<file path="config.mk">
export PLATFORM = sky130hd
export DESIGN_NAME = decode_unit
export DESIGN_NICKNAME = d
export VERILOG_FILES = /design/src/rtl/decode_unit.sv
export SDC_FILE = /design/constraint.sdc
export NUM_CORES = 1
export LEC_CHECK = 0
export BUFFER_PORTS_ARGS = -buffer_cell sky130_fd_sc_hd__buf_2
export CORE_MARGIN = 2
export CORE_UTILIZATION = 55
export CTS_BUF_LIST = sky130_fd_sc_hd__clkbuf_8
export DETAILED_ROUTE_END_ITERATION = 12
export PLACE_DENSITY = 0.82
export RECOVER_POWER = 100
export SETUP_SLACK_MARGIN = 0.15
export SYNTH_ARGS = -nofsm -noshare
export SYNTH_HDL_FRONTEND = slang
export SYNTH_SLANG_ARGS = --single-unit
export TNS_END_PERCENT = 20
</file>
<file path="constraint.sdc">
create_clock -name clock -period 2.3 [get_ports clock]
set_clock_uncertainty 0.15 [all_clocks]
set_input_delay 0.46 -clock clock [delete_from_list [all_inputs] [get_ports clock]]
set_output_delay 0.46 -clock clock [all_outputs]
set_load 0.05 [all_outputs]
</file>
<file path="src/rtl/decode_unit.sv">
// decode_unit: RV32I instruction decode stage. Splits each instruction into the
// fields the datapath uses, and registers the result in a 2-entry skid buffer so
// that back-pressure never reaches fetch through a combinational path.
module decode_unit (
  input  logic        clock,
  input  logic        reset,
  input  logic        flush,
  input  logic        in_valid,
  output logic        in_ready,
  input  logic [31:0] in_instr,
  input  logic [31:0] in_pc,
  output logic        out_valid,
  input  logic        out_ready,
  output logic [31:0] out_pc,
  output logic [4:0]  rs1,
  output logic [4:0]  rs2,
  output logic [4:0]  rd,
  output logic [4:0]  opcode,
  output logic [2:0]  func3,
  output logic [6:0]  func7,
  output logic [31:0] imm,
  output logic        reg_write,
  output logic        illegal
);

  localparam logic [4:0] OP_LOAD   = 5'b00000;
  localparam logic [4:0] OP_IMM    = 5'b00100;
  localparam logic [4:0] OP_AUIPC  = 5'b00101;
  localparam logic [4:0] OP_STORE  = 5'b01000;
  localparam logic [4:0] OP_OP     = 5'b01100;
  localparam logic [4:0] OP_LUI    = 5'b01101;
  localparam logic [4:0] OP_BRANCH = 5'b11000;
  localparam logic [4:0] OP_JALR   = 5'b11001;
  localparam logic [4:0] OP_JAL    = 5'b11011;

  typedef struct packed {
    logic [31:0] pc;
    logic [4:0]  rs1;
    logic [4:0]  rs2;
    logic [4:0]  rd;
    logic [4:0]  opcode;
    logic [2:0]  func3;
    logic [6:0]  func7;
    logic [31:0] imm;
    logic        reg_write;
    logic        illegal;
  } entry_t;

  typedef enum logic [1:0] {
    EMPTY = 2'd0,
    ONE   = 2'd1,
    TWO   = 2'd2
  } state_t;

  state_t state;
  entry_t main_q;
  entry_t skid_q;
  entry_t dec;
  logic   legal;
  logic   writes;
  logic   in_xfer;
  logic   out_xfer;

  assign in_xfer  = in_valid & in_ready;
  assign out_xfer = out_valid & out_ready;

  // Combinational decode of the incoming word into a full entry.
  always_comb begin
    // NOTE: every signal written here gets a default first, so no latch can be inferred.
    dec           = '0;
    legal         = 1'b1;
    writes        = 1'b0;
    dec.pc        = in_pc;
    dec.rs1       = in_instr[19:15];
    dec.rs2       = in_instr[24:20];
    dec.rd        = in_instr[11:7];
    dec.opcode    = in_instr[6:2];
    dec.func3     = in_instr[14:12];
    dec.func7     = in_instr[31:25];
    case (in_instr[6:2])
      OP_LOAD, OP_IMM, OP_JALR: begin
        dec.imm = {{20{in_instr[31]}}, in_instr[31:20]};
        writes  = 1'b1;
      end
      OP_STORE:
        dec.imm = {{20{in_instr[31]}}, in_instr[31:25], in_instr[11:7]};
      OP_BRANCH:
        dec.imm = {{19{in_instr[31]}}, in_instr[31], in_instr[7],
                   in_instr[30:25], in_instr[11:8], 1'b0};
      OP_LUI, OP_AUIPC: begin
        dec.imm = {in_instr[31:12], 12'b0};
        writes  = 1'b1;
      end
      OP_JAL: begin
        dec.imm = {{11{in_instr[31]}}, in_instr[31], in_instr[19:12],
                   in_instr[20], in_instr[30:21], 1'b0};
        writes  = 1'b1;
      end
      OP_OP:
        writes = 1'b1;
      default:
        legal = 1'b0;
    endcase
    if (in_instr[1:0] != 2'b11) legal = 1'b0;
    dec.illegal   = ~legal;
    dec.reg_write = legal & writes & (in_instr[11:7] != 5'd0);
    if (!legal) dec.imm = '0;
  end

  // Skid-buffer state machine with registered in_ready / out_valid.
  always_ff @(posedge clock) begin
    if (reset) begin
      // NOTE: both entries are cleared so every output field reads zero straight after reset.
      state     <= EMPTY;
      in_ready  <= 1'b1;
      out_valid <= 1'b0;
      main_q    <= '0;
      skid_q    <= '0;
    end else if (flush) begin
      state     <= EMPTY;
      in_ready  <= 1'b1;
      out_valid <= 1'b0;
    end else begin
      // NOTE: non-blocking assignments throughout, so every decision uses pre-edge values.
      case (state)
        EMPTY: begin
          if (in_xfer) begin
            main_q    <= dec;
            state     <= ONE;
            out_valid <= 1'b1;
          end
        end
        ONE: begin
          if (in_xfer && out_xfer) begin
            main_q <= dec;
          end else if (in_xfer) begin
            skid_q   <= dec;
            state    <= TWO;
            in_ready <= 1'b0;
          end else if (out_xfer) begin
            state     <= EMPTY;
            out_valid <= 1'b0;
          end
        end
        TWO: begin
          if (out_xfer) begin
            main_q   <= skid_q;
            state    <= ONE;
            in_ready <= 1'b1;
          end
        end
        default: begin
          state     <= EMPTY;
          in_ready  <= 1'b1;
          out_valid <= 1'b0;
        end
      endcase
    end
  end

  assign out_pc    = main_q.pc;
  assign rs1       = main_q.rs1;
  assign rs2       = main_q.rs2;
  assign rd        = main_q.rd;
  assign opcode    = main_q.opcode;
  assign func3     = main_q.func3;
  assign func7     = main_q.func7;
  assign imm       = main_q.imm;
  assign reg_write = main_q.reg_write;
  assign illegal   = main_q.illegal;

endmodule

</file>
==> results.toml, run 1 <==
[placement]
gp_congestion = 0.8793
post_dp_cell_area_um2 = 9173
port_buffers = 166
dp_hpwl_um = 14320

[grt]
grt_pass1_vias = 7024
gr-total-overflow = 0
antenna_found_initial = 0
grt_pass1_wl_um = 34760
grt_max_degree = 59
grt_use_total_pct = 26.70

[finish]
regArea_um2 = 3924
layout-drive-gt1-share_pct = 12.97
fillers = 1367
nets = 1221
final_area_um2 = 9524
multi_input_area_um2 = 3811
area_growth_pct = 17.05
diodes = 0

[cts]
cts_buffers = 17
clkTransAtPathRegs_ns = 0.09
h-tree-depth = 4
cts.sinks = 196
ctsHoldBuffers = 0
cts_max_path_buffers = 2
cts_tree = "built"
clk_latency_ns = 0.46
cts_root_buffer = "clkbuf_8"

[pwr]
peakVddDrop_v = 0.0004754
p_int_uw = 5103
power_uw = 7176
p_switching_uw = 2073
p_per_area_nw_per_um2 = 753.5
p_sw_share_pct = 28.89
leakagePower_uw = 0.003408
power_frac_clock_pct = 34.1
sequentialPowerShare_pct = 50.1
p_comb_share_pct = 15.8

[sta]
max_freq_mhz = 468.3
finalSetupViolations = 0
holdWs_ns = 0.09161
hold_viol_final = 0
rsz0062_at_grt = "no"
fin_tns_setup_ns = 0
relSlewSlack_pct = 32.67
period_needed_ns = 2.136
maxSlewViolCount = 0
worstMarginPinSlew_ns = 1.002
period_share_pct = 92.85

[synthesis]
postSynthCellCount = 1017
synth_top_family_by_area = "compound AO/OA/AOI/OAI gates"
yosys.area_share.xor_xnor_pct = 0
ys_types = 53
synth.area.mux_share_pct = 0.3998
ys_ff_latch = 196
dominantRegCellSynth = "dfxtp_1"
seq_area_frac_synth_pct = 48.22
synth_fa_ha_area_share_pct = 0
synth_fp_nets = 1086
synth_edf_count = 0
syn_avg_cell_area_um2 = 8.001
async_flop_share_pct = 0
syn_area_um2 = 8137
synthSimpleGateAreaFrac_pct = 21.41
synth_compound_area_share_pct = 24.80
yosys_warnings = 0

[drt]
routed_via_density = 5.757
wl_um = 21840
ant_nets = 0
drc = 0
drt-initial-drc-count = 636
wire_per_inst_um = 16.20
first_pass_iters = 5
routed-via-count = 7760

[worst_setup_path]
critical_path.slowest_cell = "dfxtp_1"
crit_family = "compound AO/OA/AOI/OAI gates"
arrival_ns = 2.34
worstPathCellList = "or2_0 -> a21oi_1 -> a21boi_4 -> buf_12 -> buf_16 -> nor2_1 -> a311oi_1"
critPathBufInv = 2
critical_path_class = "reg2reg"
cp_max_fo = 41
slowest_delay_ns = 0.40
endpoint_kind = "register"
worst-endpoint-required_ns = 2.50
cp-start-kind = "register"

[die]
die_y_um = 125.6
die_w_um = 125.6
ios = 167
initial_core_util_pct = 56.20
die_area_um2 = 15780
core_um2 = 14480
rows = 44

[min_path]
hold_path.class = "in2reg"

[run]
drv_cap = 0

[run_status]
run_status = "finished, final reports clean"
[what timing repair did]
item                       4_1_cts  5_1_grt
setup buffers                    1        0
gates resized for setup          0        4
hold endpoints to repair         0        0
gates cloned                     0        1
setup endpoints to repair        1       40
[through the flow]
step | util [%] | worst slack [ns] | instances
final | 65.78 | 0.1645 | 1348
after global routing | 65.78 | 0.08541 | 1348
after global placement | 63.35 | -0.03751 | 1315
after detailed placement | 63.35 | -0.05482 | 1315
after floorplan | - | 0.1806 | 1017
after CTS | 66.55 | 0.2273 | 1347
[registers in the layout, summed over array words and instances, names as in the netlist, 5 cells and up]
name    count
skid_q     96
rs2         5
imm        32
opcode      5
rd          5
rs1         5
out_pc     32
func7       7
[per-layer routing]
layer	GRT usage (%)	routed length, µm	share of wire, %	vias up
met3	5.438	1562	7.2	35
met2	42.51	10150	46	282
met1	36.09	9626	44	3647
met5	0	0	0	-
met4	10.00	510	2.3	0
li1	-	-	-	3796
[cell type report]
cell class / count / share of cell area [%]
clock buffers: 21 / 3.035
clock inverters: 10 / 1.616
inverters: 3 / 0.1182
multi-input cells: 729 / 40.02
flip-flops and latches: 196 / 41.20
well taps: 184 / 2.417
repair buffers: 205 / 11.60
[power by group through the flow]
stage / sequential, µW / combinational, µW / clock (µW)
2_1_floorplan: 4060 / 417 / 0
3_3_place_gp: 3670 / 1130 / 0
3_5_place_dp: 3670 / 1140 / 0
4_1_cts: 3590 / 1150 / 2490
5_1_grt: 3610 / 1210 / 2600
6_report: 3600 / 1130 / 2450
[worst register-to-register path, cell delays in order, from the launching register on]
cell and delay [ns]:
dfxtp_1 0.40, or2_0 0.27, a21oi_1 0.22, a21boi_4 0.24
buf_12 0.17, buf_16 0.20, nor2_1 0.08, a311oi_1 0.31
[synthesized netlist by cell type (9+ instances only)]
cell / number / share of area, %
a311oi_1: 55 / 5.9
nor2_1: 84 / 3.9
nand2_1: 293 / 14
dfxtp_1: 196 / 48
a21oi_1: 122 / 7.5
o21ai_0: 25 / 1.5
nand3_1: 12 / 0.74
a21o_1: 23 / 2.1
o21ai_1: 9 / 0.55
clkbuf_1: 63 / 2.9
o22ai_1: 11 / 0.85
buf_2: 15 / 0.92
a22oi_1: 18 / 1.7
[worst paths after layout]
kind	cells after the start	from	end	slack, ns
max	7	state[1]	out_pc[7]	0.16
min	3	in_pc[3]	skid_q[67]	0.09
max reg2reg	7	state[1]	out_pc[7]	0.16
min reg2reg	2	skid_q[20]	skid_q[20]	0.30
[cell families after synthesis]
kind of cell | after synthesis
AO/OA/AOI/OAI | 301
buffers and inverters | 92
flip-flops | 196
multiplexers | 3
AND/OR/NAND/NOR | 425
[layout by cell type, fill, tap and decap left out, drive strengths merged, types with 2 or more instances in the layout]
master,Yosys,layout
nand2,293,293
dfxtp,196,196
clkbuf,63,126
a21oi,122,122
buf,26,100
nor2,84,84
a311oi,62,62
o21ai,34,34
a21o,23,23
a22oi,18,18
nand3,12,12
o22ai,11,11
inv,3,8
nand2b,7,7
a221oi,6,6
and2,6,6
nor3,6,6
o2bb2ai,5,5
a22o,5,5
bufinv,0,4
a32oi,3,3
nor4,2,2
a31oi,2,2
and3,2,2
a32o,2,2
mux2,2,2
o21a,2,2
nor2b,2,2
or2,2,2
a211oi,2,2
(Power assumes the default switching activity.)
==> run 2, diff against run 1 <==
--- a/config.mk
+++ b/config.mk
@@ -11,7 +11,7 @@
 export CTS_BUF_LIST = sky130_fd_sc_hd__clkbuf_8
 export DETAILED_ROUTE_END_ITERATION = 12
 export PLACE_DENSITY = 0.82
-export RECOVER_POWER = 100
+export RECOVER_POWER = 50
 export SETUP_SLACK_MARGIN = 0.15
 export SYNTH_ARGS = -nofsm -noshare
 export SYNTH_HDL_FRONTEND = slang
==> results.toml, run 2 (same netlist as run 1, synthesis figures left out) <==
[run_status]
run_status = "finished, final reports clean"

[grt]
antenna_found_initial = 0
grt_use_total_pct = 26.70
gr-total-overflow = 0
grt_pass1_wl_um = 34760
grt_max_degree = 59
grt_pass1_vias = 7024

[drt]
wl_um = 21850
routed_via_density = 5.734
wire_per_inst_um = 16.21
drt-initial-drc-count = 633
routed-via-count = 7729
drc = 0
ant_nets = 0
first_pass_iters = 4

[cts]
clkTransAtPathRegs_ns = 0.09
clk_latency_ns = 0.46
cts.sinks = 196
h-tree-depth = 4
cts_max_path_buffers = 2
cts_buffers = 17
ctsHoldBuffers = 0
cts_tree = "built"
cts_root_buffer = "clkbuf_8"

[sta]
max_freq_mhz = 468.8
setup_ws_ns = 0.1670
rsz0062_at_grt = "no"
worstMarginPinSlew_ns = 1.019
finalSetupViolations = 0
period_share_pct = 92.74
period_needed_ns = 2.133
relSlewSlack_pct = 31.52
hold_viol_final = 0
maxSlewViolCount = 0

[worst_setup_path]
reg2reg_from = "state[1]"
worst-endpoint-required_ns = 2.50
endpoint_kind = "register"
crit_start = "state[1]"
critical_path.slowest_cell = "dfxtp_1"
critical_path_class = "reg2reg"
crit_family = "compound AO/OA/AOI/OAI gates"
cp-start-kind = "register"
critPathBufInv = 2
worstPathCellList = "or2_0 -> a21oi_1 -> a21boi_4 -> buf_12 -> buf_16 -> nor2_1 -> a311oi_1"
r2r_cells = 7
cp_max_fo = 41
crit_cells = 7
arrival_ns = 2.34
slowest_delay_ns = 0.40

[pwr]
power_uw = 7181
p_per_area_nw_per_um2 = 753.0
peakVddDrop_v = 0.0004757
leakagePower_uw = 0.003414

[finish]
area_growth_pct = 17.21
layout-drive-gt1-share_pct = 13.06
regMostFlops = "skid_q"
final_cell_mix = "nand2_1 (293), dfxtp_1 (196), a21oi_1 (122)"
nets = 1221
diodes = 0
largest_reg_flops = 96
final_common_cell = "nand2_1"

[die]
die_y_um = 125.6
rows = 44
die_area_um2 = 15780
initial_core_util_pct = 56.20
core_um2 = 14480
die_w_um = 125.6
ios = 167

[placement]
dp_hpwl_um = 14320
pre_cts_ws_ns = -0.05482
gp_congestion = 0.8793
port_buffers = 166

[run]
drv_cap = 0

[min_path]
min-delay-start = "in_pc[20]"
hold_path.class = "in2reg"
hold_depth = 3
==> run 2: power breakdown <==
part / switching, µW / leakage, µW / total (µW) / internal [µW]
registers: 73.9 / 0.00159 / 3600 / 3520
logic: 846 / 0.00158 / 1140 / 290
clock network: 1160 / 0.000236 / 2450 / 1290
==> run 2: final cells by class <==
class                   count  area, µm²
clock buffers              21      289.0
clock inverters            10      153.9
fillers                  1363       4942
inverters                   3      11.26
multi-input cells         729       3824
flip-flops and latches    196       3924
well taps                 184      230.2
repair buffers            205       1105
==> run 2: worst paths after layout <==
kind / to / slack [ns]
setup / recovery: out_pc[7] / 0.17
hold / removal: skid_q[84] / 0.09
setup reg to reg: out_pc[7] / 0.17
hold reg to reg: skid_q[20] / 0.30
==> run 2: routing by layer <==
layer | GRT usage, % | vias up | part of all wire, %
li1 | - | 3797 | -
met1 | 36.09 | 3650 | 44
met2 | 42.51 | 250 | 47
met3 | 5.438 | 32 | 6.4
met4 | 10.00 | 0 | 2.3
met5 | 0 | - | 0
==> run 2: through the flow <==
| stage | cells | TNS [ns] | area [µm²] | util, % | hold slack, ns |
|---|---|---|---|---|---|
| 2_1_floorplan | 1017 | 0 | 8137 | - | 0.2792 |
| 5_1_grt | 1348 | 0 | 9537 | 65.87 | 0.07805 |
| 3_3_place_gp | 1315 | -0.4164 | 9173 | 63.35 | 0.2870 |
| 6_report | 1348 | 0 | 9537 | 65.87 | 0.08932 |
| 3_5_place_dp | 1315 | -0.5869 | 9173 | 63.35 | 0.2911 |
| 4_1_cts | 1347 | 0 | 9635 | 66.55 | 0.06002 |
==> run 2: worst reg2reg max path: cells and delay by family, from the launching register on <==
family,cells,cell delay (ns)
buffers and inverters,2,0.37
flip-flops,1,0.40
AND/OR/NAND/NOR,2,0.36
AO/OA/AOI/OAI,3,0.76
==> run 2: repair_timing <==
item / in CTS / in global routing
endpoints found under the setup margin: 1 / 40
resized for setup: 0 / 4
buffers inserted: 1 / 0
cloned: 0 / 1
